[config.mk]
export PLATFORM = sky130hd
export DESIGN_NAME = key_scan
export DESIGN_NICKNAME = d
export VERILOG_FILES = /design/src/rtl/key_scan.sv
export SDC_FILE = /design/constraint.sdc
export NUM_CORES = 1
export LEC_CHECK = 0
export BUFFER_PORTS_ARGS = -buffer_cell sky130_fd_sc_hd__buf_4
export CORE_MARGIN = 2
export CORE_UTILIZATION = 55
export CTS_CLUSTER_DIAMETER = 30
export DETAILED_ROUTE_END_ITERATION = 7
export PLACE_DENSITY = 0.75
export SLEW_MARGIN = 20
export SYNTH_ARGS = -nofsm -noshare
export SYNTH_HDL_FRONTEND = slang
export SYNTH_SLANG_ARGS = --single-unit
[constraint.sdc]
create_clock -name clk_sys -period 7.1 [get_ports clk_sys]
set_clock_uncertainty 0.15 [all_clocks]
set_input_delay 1.42 -clock clk_sys [delete_from_list [all_inputs] [get_ports clk_sys]]
set_output_delay 1.42 -clock clk_sys [all_outputs]
set_load 0.005 [all_outputs]
[src/rtl/key_scan.sv]
// Front-panel key scanner: synchronises active-low key lines, debounces them on a
// slow sample tick and emits one-cycle event strobes with optional auto-repeat.
module key_scan #(
  parameter int U_DLY         = 1,
  parameter int KEY_NUM       = 5,
  parameter int SAMPLE_DIV    = 50000,
  parameter int DEBOUNCE_N    = 20,
  parameter int REPEAT_DLY    = 500,
  parameter int REPEAT_PERIOD = 100
) (
  input  logic               clk_sys,
  input  logic               rst,
  input  logic [KEY_NUM-1:0] key_in,
  output logic [KEY_NUM-1:0] key_state,
  output logic [15:0]        key_data,
  output logic               key_data_valid
);

  localparam int DIV_W  = (SAMPLE_DIV > 2) ? $clog2(SAMPLE_DIV) : 1;
  localparam int DCNT_W = (DEBOUNCE_N > 2) ? $clog2(DEBOUNCE_N) : 1;
  localparam int RMAX   = (REPEAT_DLY > REPEAT_PERIOD) ? REPEAT_DLY : REPEAT_PERIOD;
  localparam int RCNT_W = $clog2(RMAX + 1);

  localparam logic [DIV_W-1:0]   DIV_LAST = DIV_W'(SAMPLE_DIV - 1);
  localparam logic [DIV_W-1:0]   DIV_ONE  = DIV_W'(1);
  localparam logic [DCNT_W-1:0]  DCNT_MAX = DCNT_W'(DEBOUNCE_N - 1);
  localparam logic [DCNT_W-1:0]  DCNT_ACC = DCNT_W'(DEBOUNCE_N - 2);
  localparam logic [DCNT_W-1:0]  DCNT_ONE = DCNT_W'(1);
  localparam logic [RCNT_W-1:0]  RCNT_DLY = RCNT_W'(REPEAT_DLY);
  localparam logic [RCNT_W-1:0]  RCNT_PER = RCNT_W'(REPEAT_PERIOD);
  localparam logic [RCNT_W-1:0]  RCNT_ONE = RCNT_W'(1);
  localparam logic [KEY_NUM-1:0] ALL_UP   = {KEY_NUM{1'b1}};

  typedef enum logic [1:0] {
    S_IDLE = 2'd0,
    S_HOLD = 2'd1,
    S_REPT = 2'd2
  } state_t;

  logic [KEY_NUM-1:0] sync_1;
  logic [KEY_NUM-1:0] sync_key;
  logic [KEY_NUM-1:0] cand;
  logic [DCNT_W-1:0]  dcnt;
  logic [DIV_W-1:0]   div;
  logic [RCNT_W-1:0]  rcnt;
  state_t             state;

  logic               tick;
  logic               chg;
  logic               rel;
  logic [15:0]        new_word;
  logic [15:0]        held_word;
  logic               unused_dly;

  // Register timing is modelled by the clock edge alone; U_DLY is kept for interface compatibility.
  assign unused_dly = (U_DLY != 0);

  // A new level is accepted on the DEBOUNCE_N-th consecutive tick that samples it.
  always_comb begin
    tick      = (div == DIV_LAST);
    chg       = tick && (sync_key == cand) && (dcnt >= DCNT_ACC) && (cand != key_state);
    rel       = (cand == ALL_UP);
    new_word  = 16'hffff;
    held_word = 16'hffff;
    new_word[KEY_NUM-1:0]  = cand;
    held_word[KEY_NUM-1:0] = key_state;
  end

  always_ff @(posedge clk_sys) begin
    if (rst) begin
      sync_1    <= ALL_UP;
      sync_key  <= ALL_UP;
      cand      <= ALL_UP;
      dcnt      <= '0;
      div       <= '0;
      key_state <= ALL_UP;
    end else begin
      sync_1   <= key_in;
      sync_key <= sync_1;
      div      <= tick ? '0 : (div + DIV_ONE);
      if (tick) begin
        if (sync_key != cand) begin
          cand <= sync_key;
          dcnt <= '0;
        end else if (dcnt < DCNT_MAX) begin
          dcnt <= dcnt + DCNT_ONE;
        end
      end
      if (chg) begin
        key_state <= cand;
      end
    end
  end

  // Event FSM: a level change always wins over a repeat expiry on the same tick.
  always_ff @(posedge clk_sys) begin
    if (rst) begin
      state          <= S_IDLE;
      rcnt           <= '0;
      key_data       <= 16'hffff;
      key_data_valid <= 1'b0;
    end else begin
      key_data_valid <= 1'b0;
      case (state)
        S_IDLE: begin
          if (chg && !rel) begin
            key_data_valid <= 1'b1;
            key_data       <= new_word;
            rcnt           <= RCNT_DLY;
            state          <= S_HOLD;
          end
        end
        S_HOLD, S_REPT: begin
          if (chg) begin
            if (rel) begin
              state <= S_IDLE;
            end else begin
              key_data_valid <= 1'b1;
              key_data       <= new_word;
              rcnt           <= RCNT_DLY;
              state          <= S_HOLD;
            end
          end else if (tick && (REPEAT_DLY != 0)) begin
            if (rcnt <= RCNT_ONE) begin
              key_data_valid <= 1'b1;
              key_data       <= held_word;
              rcnt           <= RCNT_PER;
              state          <= S_REPT;
            end else begin
              rcnt <= rcnt - RCNT_ONE;
            end
          end
        end
        default: begin
          state <= S_IDLE;
        end
      endcase
    end
  end

endmodule
==> results of run 1 <==
cell families (layout without fill, tap and decap cells):
| logic type | count (synthesis) | in the layout | synth area share [%] |
|---|---|---|---|
| compound gates | 51 | 51 | 13.16 |
| xor+xnor | 26 | 26 | 7.903 |
| fa+ha+maj | 7 | 7 | 3.039 |
| buf+inv | 42 | 46 | 7.468 |
| flops | 58 | 58 | 40.30 |
| mux | 3 | 3 | 1.042 |
| other cells | 1 | 11 | 0.1301 |
| simple gates | 138 | 138 | 26.96 |
stage by stage:
stage,instance area (µm²),util [%]
global placement,2968,58.48
CTS,3186,62.77
detailed placement,2968,58.48
finish,3186,62.77
floorplan,2919,-
global route,3186,62.77
final timing paths:
kind | end | cells past startpoint | from | slack [ns]
setup reg to reg | key_data[3] | 8 | div[0] | 4.00
setup / recovery | key_data[3] | 8 | div[0] | 4.00
hold / removal | sync_key[3] | 1 | sync_1[3] | 0.26
hold reg to reg | sync_key[3] | 1 | sync_1[3] | 0.26
power by group through the flow:
| stage | logic, µW | registers (µW) | clock network [µW] |
|---|---|---|---|
| after floorplan | 236 | 378 | 0 |
| after global placement | 277 | 381 | 0 |
| after detailed placement | 284 | 381 | 0 |
| after CTS | 287 | 376 | 340 |
| after global routing | 324 | 379 | 356 |
| final | 287 | 375 | 331 |
registers in the layout (all words and copies together), names as in the netlist:
| name | cells |
|---|---|
| key_state | 5 |
| sync_key | 5 |
| key_data_valid | 1 |
| state | 2 |
| cand | 5 |
| sync_1 | 5 |
| key_data | 5 |
| div | 16 |
| rcnt | 9 |
| dcnt | 5 |
cells in the final DEF (no fill, tap or decap), types with 2 or more instances in the layout:
cell type	synthesis	layout
o21ai_0	6	6
nand3_1	10	10
nor3_2	2	2
ha_1	7	7
xor2_1	12	12
and3_1	8	8
nor2_1	37	37
bufinv_16	0	2
or3b_1	2	2
or4_1	2	2
and4_1	3	3
nor3_1	6	6
xnor2_1	14	14
a211oi_1	2	2
clkbuf_8	0	9
a211o_1	9	9
nand4_1	2	2
a21oi_1	12	12
o31ai_2	2	2
or3_1	2	2
or2_2	11	11
buf_4	11	17
and4b_1	2	2
nand3b_1	9	9
inv_1	13	13
o21ai_1	7	7
nor2b_1	2	2
nand2b_1	3	3
conb_1	1	11
mux2i_1	3	3
nand2_1	28	28
dfxtp_1	58	58
Yosys cell counts, drive strengths merged (2+ instances only):
cell | number | area (µm²)
dfxtp | 58 | 1161
nor2 | 37 | 138.9
nand2 | 28 | 105.1
buf | 20 | 132.6
o21ai | 14 | 73.82
xnor2 | 14 | 122.6
inv | 13 | 48.80
a21oi | 12 | 60.06
or2 | 12 | 75.08
xor2 | 12 | 105.1
nand3 | 11 | 67.57
a211o | 9 | 78.83
clkbuf | 9 | 33.78
nand3b | 9 | 67.56
and3 | 8 | 50.05
nor3 | 8 | 50.05
ha | 7 | 87.58
and4 | 4 | 37.54
mux2i | 3 | 30.03
nand2b | 3 | 18.77
o31ai | 3 | 32.53
a211oi | 2 | 15.01
and4b | 2 | 20.02
nand4 | 2 | 12.51
nor2b | 2 | 12.51
nor4b | 2 | 38.78
o41ai | 2 | 36.29
or3 | 2 | 12.51
or3b | 2 | 17.52
or4 | 2 | 15.01
critical path, cell delays in order, from the launching register on:
cell and delay [ns]:
dfxtp_1 0.36, ha_1 0.19, and3_1 0.26, and4_4 0.35
nand3_4 0.21, o2111a_1 0.33, o31ai_2 0.68, nor3_1 0.17
a211o_1 0.29
routing by layer:
layer / track usage [%] / vias to the layer above
met1: 23.23 / 1026
li1: - / 1115
met2: 31.59 / 34
met4: 7.455 / 0
met5: 0 / -
met3: 7.583 / 8
cell type report:
type                       count  area [µm²]
clock inverter                 6       90.09
timing repair buffer          17       127.6
tap                           70       87.58
inverter                      13       48.80
multi-input combinational    236        1543
clock buffer                  10       127.6
sequential                    58        1161
fill                         458        1889
==> impl_metrics.tcl, run 1 <==
set metrics [dict create \
    crit_path_end_kind "flip-flop" \
    fin_crit_ns 3.104 \
    holdBufCountCts 0 \
    synth_async_sr_flop_share_pct 0 \
    start_util_pct 56.78 \
    path_clk_slew_ns 0.07 \
    yosysWarningCount 0 \
    avgSynthCellArea_um2 8.839 \
    drt_iter0_markers 125 \
    numClockSinks 58 \
    core_area_um2 5075 \
    grt_remaining_overflow 0 \
    synth_seq_area_share_pct 40.30 \
    first_global_vias 2042 \
    synth.distinct_cells 56 \
    drc 0 \
    drt-met1-wl_um 2473 \
    rows 26 \
    status "completed" \
    antenna_found_initial 0 \
    pin_count 29 \
    grt_usage_pct 19.45 \
    worst_slack_ns 3.996 \
    post_cts_buffers 0 \
    synth_edf_count 0 \
    fp.dieH_um 76.38 \
    dieArea_um2 5834 \
    cts_resized 0 \
    synth_cells 326 \
    holdWs_ns 0.2608 \
    ir_drop_mv 0.1987 \
    comb_power_share_pct 28.9 \
    numCtsBuffers 9 \
    nets 349 \
    slew_viol_final 0 \
    path_max_fanout 17 \
    worstPathRequired_ns 7.18 \
    cts_tree "done" \
    cts_buffer_depth 2 \
    swShare_pct 31.64 \
    cts_root_buffer "clkbuf_8" \
    max-slew-margin-rel_pct 47.15 \
    setup-tns-final_ns 0 \
    wl_met2_um 2440 \
    dr_wl_met3_um 183 \
    area_growth_syn_to_layout_pct 10.55 \
    hpwl_um 3514 \
    grt_setup_unrepaired "no" \
    switchingPower_uw 314.1 \
    dr.max_layer_used "met4" \
    synth_flop_cell "dfxtp_1" \
    p_int_uw 678.7 \
    crit_path_start_kind "flip-flop" \
    power_frac_seq_pct 37.8 \
    clock.fmax_mhz 322.2 \
    clk-insertion-delay-late_ns 0.34 \
    period_share_pct 43.72 \
    place_inst 394 \
    synth_seq_cells 58 \
    first_pass_iters 4 \
    grt_pass1_wl_um 9087 \
    finalSetupViolCount 0 \
    power_leakage_uw 0.001319 \
    wire_per_inst_um 12.54 \
    vias 2183 \
    syn_area_um2 2882 \
    fin_cells 410 \
    viasPerCell 5.324 \
    drive_above_1_share_pct 15.59 \
    hold_viol_final 0 \
    worstMarginPinSlew_ns 0.7880 \
    cp.arrival_ns 3.18 \
    drt_wl_total_um 5142 \
    grt_max_degree 46 \
    diodes 0 \
    powerDensity_nw_per_um2 311.7 \
    drv_cap 0 \
    report.power.total_uw 992.8 \
    clkPwrFrac_pct 33.3 \
    die_x_um 76.38 \
    timing_worst_setup_path_type "reg2reg" \
    place_congestion 0.8288 \
    place_ws_ns 3.980 \
    min_path_type "reg2reg" \
    htreeDepth 3 \
    port-buffer-count 17 \
    antenna_left 0 \
]
Power figures use the tool's default switching activity.
==> run 2: changes to the inputs <==
- ABC_AREA: default -> 1
- clock period: 7.1 -> 3.19 ns (I/O delays scaled with it)
==> run 2 against run 1 <==
Maximum frequency rose by 20%. Wire length increased by 14%. Synthesized cell count is 31% higher. Setup slack lost 3.4 ns. Largest power group is now combinational cells. Clock-buffer cell count increased by 3.
==> impl_metrics.tcl, run 2 <==
set metrics [dict create \
    area_growth_syn_to_layout_pct 11.27 \
    status "completed" \
    synth_seq_area_share_pct 38.44 \
    path_clk_slew_ns 0.06 \
    cts_resized 0 \
    cp.depth 12 \
    slew_viol_final 0 \
    dieArea_um2 6100 \
    crit_path_start_kind "flip-flop" \
    htreeDepth 3 \
    max_stage_delay_ns 0.35 \
    powerDensity_nw_per_um2 761.4 \
    synthMostInstantiatedCell "nand2_1" \
    clock.fmax_mhz 387.4 \
    drv_cap 0 \
    top_regs "div: 16 flops, rcnt: 9 flops" \
    fp.dieH_um 78.11 \
    setup-tns-final_ns 0 \
    r2r_end "key_data[4]" \
    synth_cells 427 \
    synth_flop_cell "dfxtp_1" \
    pin_count 29 \
    synth.distinct_cells 35 \
    worstPathRequired_ns 3.25 \
    min_path_type "reg2reg" \
    post_cts_buffers 0 \
    ff2ff_path_depth 12 \
    drt_iter0_markers 139 \
    drt_wl_total_um 5884 \
    grt_usage_pct 21.26 \
    grt_remaining_overflow 0 \
    numCtsBuffers 9 \
    diodes 0 \
    timing_worst_setup_path_type "reg2reg" \
    nets 461 \
    avgSynthCellArea_um2 7.074 \
    period_share_pct 80.92 \
    crit_path_end_kind "flip-flop" \
    ir_drop_mv 0.4074 \
    power_leakage_uw 0.001565 \
    holdBufCountCts 0 \
    vias 2608 \
    clk-insertion-delay-late_ns 0.32 \
    port-buffer-count 17 \
    critPathTopFamily "simple AND/OR/NAND/NOR gates" \
    r2r_slack_ns 0.61 \
    antenna_left 0 \
    yosysWarningCount 0 \
    cp_num_buf_inv 1 \
    drive_above_1_share_pct 14.63 \
    synth_async_sr_flop_share_pct 0 \
    crit_start "div[0]" \
    finalSetupViolCount 0 \
    start_util_pct 58.03 \
    grt_setup_unrepaired "no" \
    viasPerCell 5.006 \
    r2r-start "div[0]" \
    synthTopCellsByArea "dfxtp_1 (38%), nand2_1 (12%), inv_1 (6.7%), nor2_1 (6.1%), nand3_1 (3.8%)" \
    core_area_um2 5205 \
    synth_edf_count 0 \
    synth_top_area_share_pct 38.44 \
    hold_viol_final 0 \
    report.power.total_uw 2559 \
    cts_buffer_depth 2 \
    cp_slowest_cell "dfxtp_1" \
    antenna_found_initial 0 \
    worstMarginPinSlew_ns 0.6562 \
    min_from "sync_1[4]" \
    max-slew-margin-rel_pct 55.85 \
    cp_cell_sequence "ha_1, nand3_1, nor2_2, nand3_4, nor2_4, nand3_1, nand3_1, inv_1, nor2_1, nand2_1, nand2_1, nand3_1" \
    path_common_cell "nand3_1" \
    cts_tree "done" \
    place_congestion 0.8543 \
    drc 0 \
    hpwl_um 4291 \
    cp.arrival_ns 2.64 \
    yosys-top-cells-count "nand2_1 (98), dfxtp_1 (58), inv_1 (54)" \
    path_max_fanout 12 \
    grt_max_degree 24 \
    rows 26 \
    first_global_vias 2445 \
    die_x_um 78.11 \
    grt_pass1_wl_um 10560 \
    mostFrequentLayoutCells "nand2_1 (98), dfxtp_1 (58), inv_1 (54)" \
    syn_area_um2 3020 \
    numClockSinks 58 \
    largest_register "div" \
    first_pass_iters 4 \
    cts_root_buffer "clkbuf_8" \
    wire_per_inst_um 11.29 \
    synth_top_area_cell "dfxtp_1" \
    final_common_cell "nand2_1" \
    fin_crit_ns 2.581 \
    largest_reg_flops 16 \
    synth_seq_cells 58 \
    cp-endpoint "key_data[4]" \
]
[run 2: cell count changes after synthesis, moves of 7 or more]
| cell | before | now |
|---|---|---|
| a211o_1 | 9 | 0 |
| and3_1 | 8 | 1 |
| o21ai_0 | 6 | 15 |
| nor2_1 | 37 | 49 |
| xnor2_1 | 14 | 4 |
| a21oi_1 | 12 | 19 |
| nand3b_1 | 9 | 0 |
| nand2_1 | 28 | 98 |
| o211ai_1 | 1 | 8 |
| nand3_1 | 10 | 23 |
| inv_1 | 13 | 54 |
[run 2: cell families (layout without fill, tap and decap cells)]
group,after synthesis,after routing,share of synthesized area [%]
AOI/OAI and AO/OA,47,47,9.031
xor gates and xnor gates,13,13,3.770
adders and majority gates,7,7,2.900
buffers and inverters,78,92,11.43
DFF,58,58,38.44
other,1,11,0.1242
and+or+nand+nor,223,223,34.30
[run 2: final cells by class]
type	count	area [µm²]
Clock buffer	13	168.9
Clock inverter	2	35.03
Fill cell	470	1844
Inverter	59	221.5
Multi-Input combinational cell	301	1551
Sequential cell	58	1161
Tap cell	70	87.58
Timing Repair Buffer	18	135.1
[run 2: metal layers]
layer | vias to the layer above | wire length (µm) | global-route usage (%)
met3 | 10 | 172 | 4.253
met4 | 0 | 95 | 8.246
met2 | 36 | 2776 | 37.67
met5 | - | 0 | 0
li1 | 1373 | - | -
met1 | 1189 | 2841 | 25.25
[run 2: worst min path at each step]
stage	end	cells past startpoint
4_1_cts	sync_key[1]	1
2_1_floorplan	sync_key[0]	1
5_1_grt	sync_key[3]	1
3_3_place_gp	sync_key[4]	1
3_5_place_dp	sync_key[3]	1
6_report	sync_key[4]	1
[run 2: metrics by stage]
stage / hold WS (ns) / instance area [µm²] / setup slack, ns / utilization (%) / instances
after floorplan: 0.2395 / 3058 / 1.203 / - / 437
after global placement: 0.2419 / 3157 / 0.7455 / 60.65 / 506
after detailed placement: 0.2460 / 3157 / 0.6295 / 60.65 / 506
after CTS: 0.2638 / 3361 / 0.6093 / 64.57 / 521
after global routing: 0.2857 / 3361 / 0.2910 / 64.57 / 521
final: 0.2616 / 3361 / 0.6087 / 64.57 / 521
[run 2: power by group]
part	internal (µW)	total, µW	switching [µW]	leakage (µW)
Combinational	354	988	634	0.000987
Sequential	820	887	66.2	0.000473
Clock	419	684	265	0.000106
Total	1590	2560	965	0.00157
[run 2: worst reg2reg max path: cells and delay by family, from the launching register on]
family,cells,cell delay (ns)
and+or+nand+nor,10,1.68
DFF,1,0.35
adders and majority gates,1,0.19
buffers and inverters,1,0.09
